`src/rtl/register_file.sv`:
```
// 16 x 16-bit CPU register file: two combinational read ports, one synchronous write port with LLB/LHB byte modes.
// Define REGFILE_BYPASS_EN to forward the pending write result to matching read ports in the same cycle.
module register_file #(
    parameter int DATA_W   = 16,
    parameter int NUM_REGS = 16,
    localparam int ADDR_W  = $clog2(NUM_REGS)
) (
    input  logic              clk,
    input  logic              rst,
    input  logic [ADDR_W-1:0] SrcReg1,
    input  logic [ADDR_W-1:0] SrcReg2,
    input  logic [ADDR_W-1:0] DstReg,
    input  logic              WriteReg,
    input  logic [DATA_W-1:0] writedata,
    input  logic              LLB,
    input  logic              LHB,
    output logic [DATA_W-1:0] SrcData1,
    output logic [DATA_W-1:0] SrcData2
);

    logic [DATA_W-1:0] regs [NUM_REGS];
    logic [DATA_W-1:0] next_word;
    logic              write_en;

    // LLB wins over LHB; both byte modes keep the untouched bits of the old value.
    function automatic logic [DATA_W-1:0] merge_word(
        input logic [DATA_W-1:0] old_word,
        input logic [DATA_W-1:0] wdata,
        input logic              llb,
        input logic              lhb
    );
        logic [DATA_W-1:0] result;
        result = wdata;
        if (llb) begin
            result       = old_word;
            result[7:0]  = wdata[7:0];
        end else if (lhb) begin
            result       = old_word;
            result[15:8] = wdata[7:0];
        end
        return result;
    endfunction

    function automatic logic [DATA_W-1:0] read_port(input logic [ADDR_W-1:0] sel);
        logic [DATA_W-1:0] value;
        value = (sel == '0) ? '0 : regs[sel];
`ifdef REGFILE_BYPASS_EN
        if (write_en && sel == DstReg)
            value = next_word;
`endif
        return value;
    endfunction

    assign write_en  = WriteReg && (DstReg != '0);
    assign next_word = merge_word(regs[DstReg], writedata, LLB, LHB);

    always_ff @(posedge clk or posedge rst) begin
        if (rst) begin
            for (int i = 0; i < NUM_REGS; i++)
                regs[i] <= '0;
        end else if (write_en) begin
            regs[DstReg] <= next_word;
        end
    end

    always_comb begin
        SrcData1 = read_port(SrcReg1);
        SrcData2 = read_port(SrcReg2);
    end

endmodule

```
`config.mk`:
```
export PLATFORM = sky130hd
export DESIGN_NAME = register_file
export DESIGN_NICKNAME = d
export VERILOG_FILES = /design/src/rtl/register_file.sv
export SDC_FILE = /design/constraint.sdc
export NUM_CORES = 1
export LEC_CHECK = 0
export BUFFER_PORTS_ARGS = -buffer_cell sky130_fd_sc_hd__buf_2
export CAP_MARGIN = 20
export CORE_UTILIZATION = 50
export DETAILED_ROUTE_END_ITERATION = 10
export GPL_TIMING_DRIVEN = 1
export PLACE_DENSITY = 0.76
export SKIP_CTS_REPAIR_TIMING = 1
export SYNTH_ARGS = -nofsm -noshare
export SYNTH_HDL_FRONTEND = slang
export SYNTH_SLANG_ARGS = --single-unit
```
`constraint.sdc`:
```
create_clock -name clk -period 10.34 [get_ports clk]
set_input_delay 2.068 -clock clk [delete_from_list [all_inputs] [get_ports clk]]
set_output_delay 2.068 -clock clk [all_outputs]
set_load 0.01 [all_outputs]
```
== Word level (Yosys, flattened, before mapping) ==
Cells that the tools add are included.

* Register bits after elaboration: 256
* Bits of input ports: 33
* Output and inout port bits: 32

* Order comparisons: 4
* Multiplexer cells: 16
* Bitwise operators: 3
* Reduce and logical (&&, ||, !) cells: 5

{| class="wikitable"
|+ Operators by type and width
! operator !! count
|-
| 256-bit bitwise mux || 1
|-
| 16-bit binary-select mux with 4-bit select || 3
|-
| 16-bit two-way mux || 11
|-
| 16-bit demux with 4-bit select || 1
|-
| 5-bit >= comparator, second input constant || 3
|-
| 4-bit NOT with 5-bit output || 3
|-
| 4-bit logical NOT || 2
|-
| 5-bit by 1-bit < comparator with 1-bit output, second input constant || 1
|-
| 4-bit nonzero test || 1
|-
| 1-bit logical AND || 2
|}

== Logic depth before layout (Yosys ltp) ==
Gate-level depths: netlist of the first run.

* Depth after elaboration: 7
* Gate-level depth with buffers: 9
* Depth with buffers taken out: 4

== Worst setup path before layout of the first run ==
OpenSTA, ideal clock, no wires.

* Path type: input to output
* From: input SrcReg1[0]
* To: output SrcData1[0]
* Data arrival time: 3.508 ns
* Data required time: 8.272 ns
* Path slack: 4.764 ns
* Stages on the path: 5
* Buffers on the path: 2
* Path through: buf_2 buf_2 mux4_2 a211oi_1 a211oi_1

* Word-level cells in the longest chain between the ends: 5

{| class="wikitable"
|+ RTL lines
! element !! RTL line !! RTL
|-
| start: declaration || 10 || <nowiki>input logic [ADDR_W-1:0] SrcReg1,</nowiki>
|-
| 4-bit NOT with 5-bit output (implied by the code) || 46 || <nowiki>value = (sel == '0) ? '0 : regs[sel];</nowiki>
|-
| 16-bit binary-select mux with 4-bit select || 46 ||
|-
| 16-bit two-way mux (implied by the code) (2 in series) || 46 ||
|-
| 16-bit two-way mux * || 46 ||
|-
| end: declaration || 17 || <nowiki>output logic [DATA_W-1:0] SrcData1,</nowiki>
|}

Mark *: on every way between the ends. The rest lies on a longest branch, timed or not. The select of a mux whose other input is x is not followed.

== Worst setup path after layout of the first run ==
* From: input SrcReg2[0]
* To: output SrcData2[0]

* Word-level cells in the longest chain between the ends: 5

{| class="wikitable"
|+ RTL lines
! element !! RTL line !! RTL
|-
| start: declaration || 11 || <nowiki>input logic [ADDR_W-1:0] SrcReg2,</nowiki>
|-
| 4-bit NOT with 5-bit output (implied by the code) || 46 ||
|-
| 16-bit binary-select mux with 4-bit select || 46 ||
|-
| 16-bit two-way mux (implied by the code) (2 in series) || 46 ||
|-
| 16-bit two-way mux * || 46 ||
|-
| end: declaration || 18 || <nowiki>output logic [DATA_W-1:0] SrcData2</nowiki>
|}

Marked as above.

==> out/results.ini, run 1 <==
[outcome]
outcome = completed

[power_and_ir_drop]
p_sw_mw = 1.12
combPwrFrac_pct = 28.3
vdd_ir_drop_max_mv = 0.128
p_total_mw = 3.46
power.share.sequential_pct = 43.1
switching_share_pct = 32.2
intPower_mw = 2.35
pwr-share-clk_pct = 28.6
leakage_nw = 7.42
powerDensity_nw_per_um2 = 194

[worst_setup_path]
cp_max_fo = 35
crit_path_start_kind = primary input
r2r-start = regs[198]
cp-startpoint = SrcReg2[0]
slowest_stage = buf_4
cp_num_buf_inv = 3
end_kind = primary output
ff2ff_setup_slack_ns = 7.98
cp_cell_sequence = buf_4, buf_4, mux4_2, nor2b_1, a211oi_1, a211oi_1, buf_2
reg2reg_to = regs[166]
required_ns = 8.27
arrival_ns = 4.79
rr_worst_depth = 5
path_delay_family = buffers and inverters
critical_path_class = in -> out
max_stage_delay_ns = 0.71

[hold_path]
min_from = regs[243]
hp-class = reg -> reg
whs_path_depth = 0
min_to = regs[243]

[placed_design]
gp_congestion = 0.862
placedInstanceArea_um2 = 16900
port_buffers = 64
place_ws_ns = 3.51
place_hpwl_um = 29600

[sta]
finalClockSkew_ns = 0.0200
hold_slack_ns = 0.417
tightest_slew_ns = 1.14
rsz0062_at_grt = no
slew_headroom_pct = 23.8
setup_slack_ns = 3.48
min_period_ns = 6.86
min_period_over_period_pct = 66.3
setup_tns_ns = 0
setup_viol = 0
hold_viol = 0
fmax_mhz = 146
final_max_slew_viol_count = 0

[grt]
grt_usage_pct = 29.6
grt_pass1_wl_um = 75200
grt_pass1_vias = 12100
grt_start_max_net_pins = 114
grt.overflow.total = 0
antenna_found_initial = 0

[final_layout]
layout-drive-gt1-share_pct = 38.6
nets = 1288
diodes = 0
largest-register = regs
top_regs = regs: 256 flops
fin_area_um2 = 17900
largest_reg_flops = 256
syn_to_final_growth_pct = 8.43
layout_common_cells = dfrtp_1, mux4_2, nand2_1
layout_commonest_cell = dfrtp_1

[clock_network]
cts_tree = built
ctsHtreeMaxLevel = 1
cts_max_path_buffers = 3
cts_made_buffers = 27
numClockSinks = 256
worstSkewPairLatency_ns = 0.56
clkTransAtPathRegs_ns = 0.06
root_buffer = clkbuf_16

[synth]
yosys_warnings = 0
syn_nets = 1305
synth_cells = 1272
postSynth.asyncResetShare_pct = 100
syn-cell-area_um2 = 16500
ys_types = 36
syn_avg_cell_area_um2 = 12.9
ys.flop_type = dfrtp_1
synth-seq-cells = 256
ys_seq_area_share_pct = 38.9
synth_edf_count = 0

[detailed_routing]
first_pass_iters = 6
drc = 0
wirelength_um = 48600
drt_iter0_drc = 1627
wire_per_inst_um = 28.3
viasPerCell = 7.15
vias = 12300
antenna_left = 0

[floorplanning]
num_rows = 66
die_h_um = 183
core_area_um2 = 32500
die_w_um = 183
start_util_pct = 50.7
ios = 65
die-area_um2 = 33700

[run]
cap_violations = 0

[kinds of logic (layout without fill, tap and decap cells)]
family	count (synthesis)	count (layout)	share of synthesized area (%)
buffers and inverters	156	159	4.92
flip-flops	256	256	38.9
multiplexers	384	384	35.9
AND/OR/NAND/NOR	212	212	6.06
AO/OA/AOI/OAI	264	264	14.2
[through the flow]
stage / std cells / utilization [%]
after global routing: 1717 / 55.0
after detailed placement: 1662 / 52.1
after CTS: 1711 / 54.9
after global placement: 1658 / 52.0
final: 1717 / 55.0
after floorplan: 1272 / -
[power groups by stage]
| stage | clock, mW | sequential, mW | combinational, mW |
|---|---|---|---|
| finish | 0.989 | 1.49 | 0.982 |
| global route | 1.04 | 1.52 | 1.05 |
| CTS | 0.995 | 1.48 | 0.973 |
| detailed placement | 0 | 1.49 | 0.969 |
| global placement | 0 | 1.47 | 0.940 |
| floorplan | 0 | 1.41 | 0.784 |
[worst reg2reg max path: cells and delay by family, from the launching register on]
family	cells	cell delay, ns
compound gates	2	0.80
buf+inv	1	0.26
flops	1	0.42
mux	2	0.76
[cell type report]
type	instances	area, µm²
well taps	442	553
multi-input cells	860	9310
clock buffers	37	793
inverters	1	11.3
repair buffers	109	674
clock inverters	12	105
fillers	2601	14600
flip-flops and latches	256	6410
[layer usage]
layer  wire [µm]  track usage (%)  vias to the layer above
met5           0                0                        -
met3        5100             5.78                      183
li1            -                -                     5010
met2       22200             45.3                      808
met1       19000             41.1                     6267
met4        2320             13.4                        0
[synth_stat cells (all sizes together) (2+ instances only)]
cell | count | share of area [%]
a211oi | 72 | 3.3
a21oi | 16 | 0.85
a221oi | 8 | 0.58
a22oi | 40 | 2.1
a31oi | 8 | 0.30
and3 | 2 | 0.076
and3b | 2 | 0.11
buf | 75 | 3.1
clkbuf | 80 | 1.8
dfrtp | 256 | 39
mux2 | 136 | 9.3
mux2i | 96 | 5.8
mux4 | 152 | 21
nand2 | 128 | 2.9
nand2b | 2 | 0.076
nand3 | 13 | 0.43
nand4 | 3 | 0.11
nor2 | 11 | 0.30
nor2b | 47 | 1.8
nor4 | 2 | 0.15
o31ai | 56 | 2.6
o41ai | 64 | 4.5
[worst max path at each step]
stage / endpoint / depth (start not counted)
floorplan: regs[0] / 1
global placement: SrcData2[0] / 7
detailed placement: SrcData2[0] / 7
CTS: SrcData2[0] / 7
global route: SrcData2[0] / 7
finish: SrcData2[0] / 7
Note: power is estimated with default switching activity, not from simulation.
==> run 2: changes to the inputs <==
--- a/config.mk
+++ b/config.mk
@@ -5,6 +5,7 @@
 export SDC_FILE = /design/constraint.sdc
 export NUM_CORES = 1
 export LEC_CHECK = 0
+export ABC_AREA = 1
 export BUFFER_PORTS_ARGS = -buffer_cell sky130_fd_sc_hd__buf_2
 export CAP_MARGIN = 20
 export CORE_UTILIZATION = 50
==> constraint.sdc (replaced) <==
create_clock -name clk -period 6.4 [get_ports clk]
set_input_delay 1.28 -clock clk [delete_from_list [all_inputs] [get_ports clk]]
set_output_delay 1.28 -clock clk [all_outputs]
set_load 0.01 [all_outputs]
==> run 2 against run 1 <==
  * Clock skew hardly changed
  * Critical path type unchanged
  * Sequential share of layout area is 1.1 points lower
  * Routed wire length is 36% higher
  * Register-to-register slack worse by 3.6 ns
  * Highest routed layer is now met5
==> out/results.ini, run 2 <==
[sta]
fmax_mhz = 205
final_max_slew_viol_count = 0  ; unchanged
hold_viol = 0  ; unchanged
finalClockSkew_ns = 0.0204  ; was 0.0200 ns
tightest_slew_ns = 1.18  ; was 1.14 ns
min_period_over_period_pct = 76.2
setup_viol = 0  ; unchanged
min_period_ns = 4.88
slew_headroom_pct = 21.4  ; was 23.8%
rsz0062_at_grt = no  ; unchanged
setup_tns_ns = 0  ; unchanged

[grt]
grt_usage_pct = 37.0  ; was 29.6%
grt_use_met3_pct = 10.9  ; was 5.78%
grt_pass1_vias = 17600  ; was 12100
use_met2_pct = 52.6  ; was 45.3%
grt_pass1_wl_um = 101000  ; was 75200 µm
grt_start_max_net_pins = 96  ; was 114
grt_use_met1_pct = 50.2  ; was 41.1%
grt-busiest-layer = met2  ; unchanged
grt.overflow.total = 0  ; unchanged
antenna_found_initial = 2  ; was 0

[synth]
ys_seq_area_share_pct = 37.1  ; was 38.9%
synth_common_cells = nand2_1, o21ai_0, dfrtp_1, nand3_1, a21oi_1  ; was dfrtp_1, mux4_2, nand2_1, mux2_2, mux2i_1
syn_nets = 2784  ; was 1305
synth_cells = 2751  ; was 1272
synth_edf_count = 0  ; unchanged
yosys_warnings = 0  ; unchanged
yosysTopAreaCellShare_pct = 37.1  ; was 38.9%
yosys.cell_count.top_type = nand2_1  ; was dfrtp_1
syn_avg_cell_area_um2 = 6.28  ; was 12.9 µm²
yosysTopAreaCell = dfrtp_1  ; unchanged
ys.flop_type = dfrtp_1  ; unchanged
ys_types = 23  ; was 36
synth-seq-cells = 256  ; unchanged
synth.area.top_cells = dfrtp_1, nand2_1, o21ai_0  ; was dfrtp_1, mux4_2, mux2_2
syn-cell-area_um2 = 17300  ; was 16500 µm²
postSynth.asyncResetShare_pct = 100  ; unchanged

[final_layout]
multi_input_comb_area_um2 = 9320  ; was 9310 µm²
largest_reg_flops = 256  ; unchanged
fin_cells = 3144  ; was 1717
top_regs = regs: 256 flops  ; unchanged
layout_commonest_cell = nand2_1  ; was dfrtp_1
final-seq-area_um2 = 6410  ; unchanged
syn_to_final_growth_pct = 6.57  ; was 8.43%
layout_common_cells = nand2_1, o21ai_0, dfrtp_1  ; was dfrtp_1, mux4_2, nand2_1
diodes = 0  ; unchanged
nFillCells = 3269  ; was 2601
largest-register = regs  ; unchanged
layout-drive-gt1-share_pct = 7.42  ; was 38.6%
nets = 2713  ; was 1288

[placed_design]
place_hpwl_um = 40700  ; was 29600 µm
gp_congestion = 0.963  ; was 0.862
dpl.cell_count = 3097  ; was 1662
port_buffers = 64  ; unchanged

[detailed_routing]
vias = 19400  ; was 12300
drc = 0  ; unchanged
viasPerCell = 6.18  ; was 7.15
wire_per_inst_um = 21.1  ; was 28.3 µm
drt_iter0_drc = 3007  ; was 1627
antenna_left = 0  ; unchanged
first_pass_iters = 6  ; unchanged
wirelength_um = 66300  ; was 48600 µm

[worst_setup_path]
cp_max_fo = 95  ; was 35
end_kind = primary output  ; unchanged
arrival_ns = 3.60  ; was 4.79 ns
cp-startpoint = SrcReg2[1]  ; was SrcReg2[0]
rr_worst_depth = 10  ; was 5
required_ns = 5.12  ; was 8.27 ns
r2r-start = regs[184]  ; was regs[198]
critical_path_class = in -> out  ; unchanged
crit_path_start_kind = primary input  ; unchanged

[power_and_ir_drop]
leakage_nw = 9.38  ; was 7.42 nW
powerDensity_nw_per_um2 = 281  ; was 194 nW/µm²
vdd_ir_drop_max_mv = 0.211  ; was 0.128 mV

[clock_network]
ctsHtreeMaxLevel = 1  ; unchanged
cts_max_path_buffers = 3  ; unchanged
numClockSinks = 256  ; unchanged
root_buffer = clkbuf_16  ; unchanged
worstSkewPairLatency_ns = 0.59  ; was 0.56 ns
cts_tree = built  ; unchanged
clkTransAtPathRegs_ns = 0.06  ; about the same
cts_made_buffers = 29  ; was 27

[floorplanning]
ios = 65  ; unchanged
die_w_um = 188  ; was 183 µm
start_util_pct = 51.2  ; was 50.7%
num_rows = 67  ; was 66
die_h_um = 188  ; was 183 µm
die-area_um2 = 35300  ; was 33700 µm²
core_area_um2 = 33800  ; was 32500 µm²

[outcome]
outcome = completed  ; unchanged

[hold_path]
hp-class = reg -> reg  ; unchanged
whs_path_depth = 0  ; unchanged
min_from = regs[241]  ; was regs[243]

[run]
cap_violations = 0  ; unchanged

run 2: cell types whose count changed after synthesis, moves of 101 or more:
cell / before / now
nor2_1: 10 / 111
a21oi_1: 0 / 152
inv_1: 1 / 128
o21ai_0: 0 / 261
nand2_1: 128 / 1217
nand3_1: 12 / 216
mux2_2: 114 / 0
mux4_2: 152 / 0
run 2: logic make-up (layout without fill, tap and decap cells):
group	after synthesis	count (layout)	synth area share, %
AO/OA/AOI/OAI	547	547	17.1
buffers and inverters	360	305	9.07
flip-flops	256	256	37.1
AND/OR/NAND/NOR	1588	1588	36.7
run 2: cell type report:
cell class	instances	share of cell area (%)
flip-flops and latches	256	34.8
multi-input cells	2135	50.6
clock buffers	44	4.52
clock inverters	3	0.217
repair buffers	110	3.78
well taps	448	3.04
inverters	148	3.05
run 2: worst max-delay path: stages:
cell and delay (ns):
buf_4 0.82, buf_4 0.52, o211ai_1 0.15, nand3_1 0.11, nand3_1 0.19, a31oi_1 0.29
buf_2 0.18
run 2: power breakdown:
part | leakage (nW) | internal [mW] | total, mW | switching [mW]
Clock | 0.427 | 0.921 | 1.61 | 0.694
Combinational | 5.63 | 0.433 | 1.32 | 0.889
Sequential | 3.33 | 1.93 | 2.25 | 0.315
Total | 9.38 | 3.28 | 5.18 | 1.90
run 2: stage by stage:
stage / hold WS, ns / area, µm² / utilization, % / power, mW / worst slack (ns)
after detailed placement: 0.403 / 17500 / 51.9 / 3.52 / 1.68
after global routing: 0.431 / 18400 / 54.5 / 5.42 / 1.49
after CTS: 0.417 / 18400 / 54.5 / 5.12 / 1.67
after global placement: 0.401 / 17500 / 51.9 / 3.47 / 1.70
after floorplan: 0.449 / 17300 / - / 3.12 / 1.75
final: 0.418 / 18400 / 54.5 / 5.18 / 1.52
run 2: path summary, 6_finish.rpt:
kind                            slack (ns)          end
worst max-delay path                  1.52  SrcData2[8]
worst min-delay path                  0.42    regs[241]
worst max register to register        4.43     regs[88]
worst min register to register        0.42    regs[241]
max in group asynchronous             4.14     regs[75]
min in group asynchronous             0.64     regs[62]
run 2: routing by layer:
layer | share of wire [%] | vias to the layer above
li1 | - | 8714
met1 | 38 | 8903
met2 | 41 | 1552
met3 | 15 | 273
met4 | 5.5 | 2
met5 | 0.0045 | -
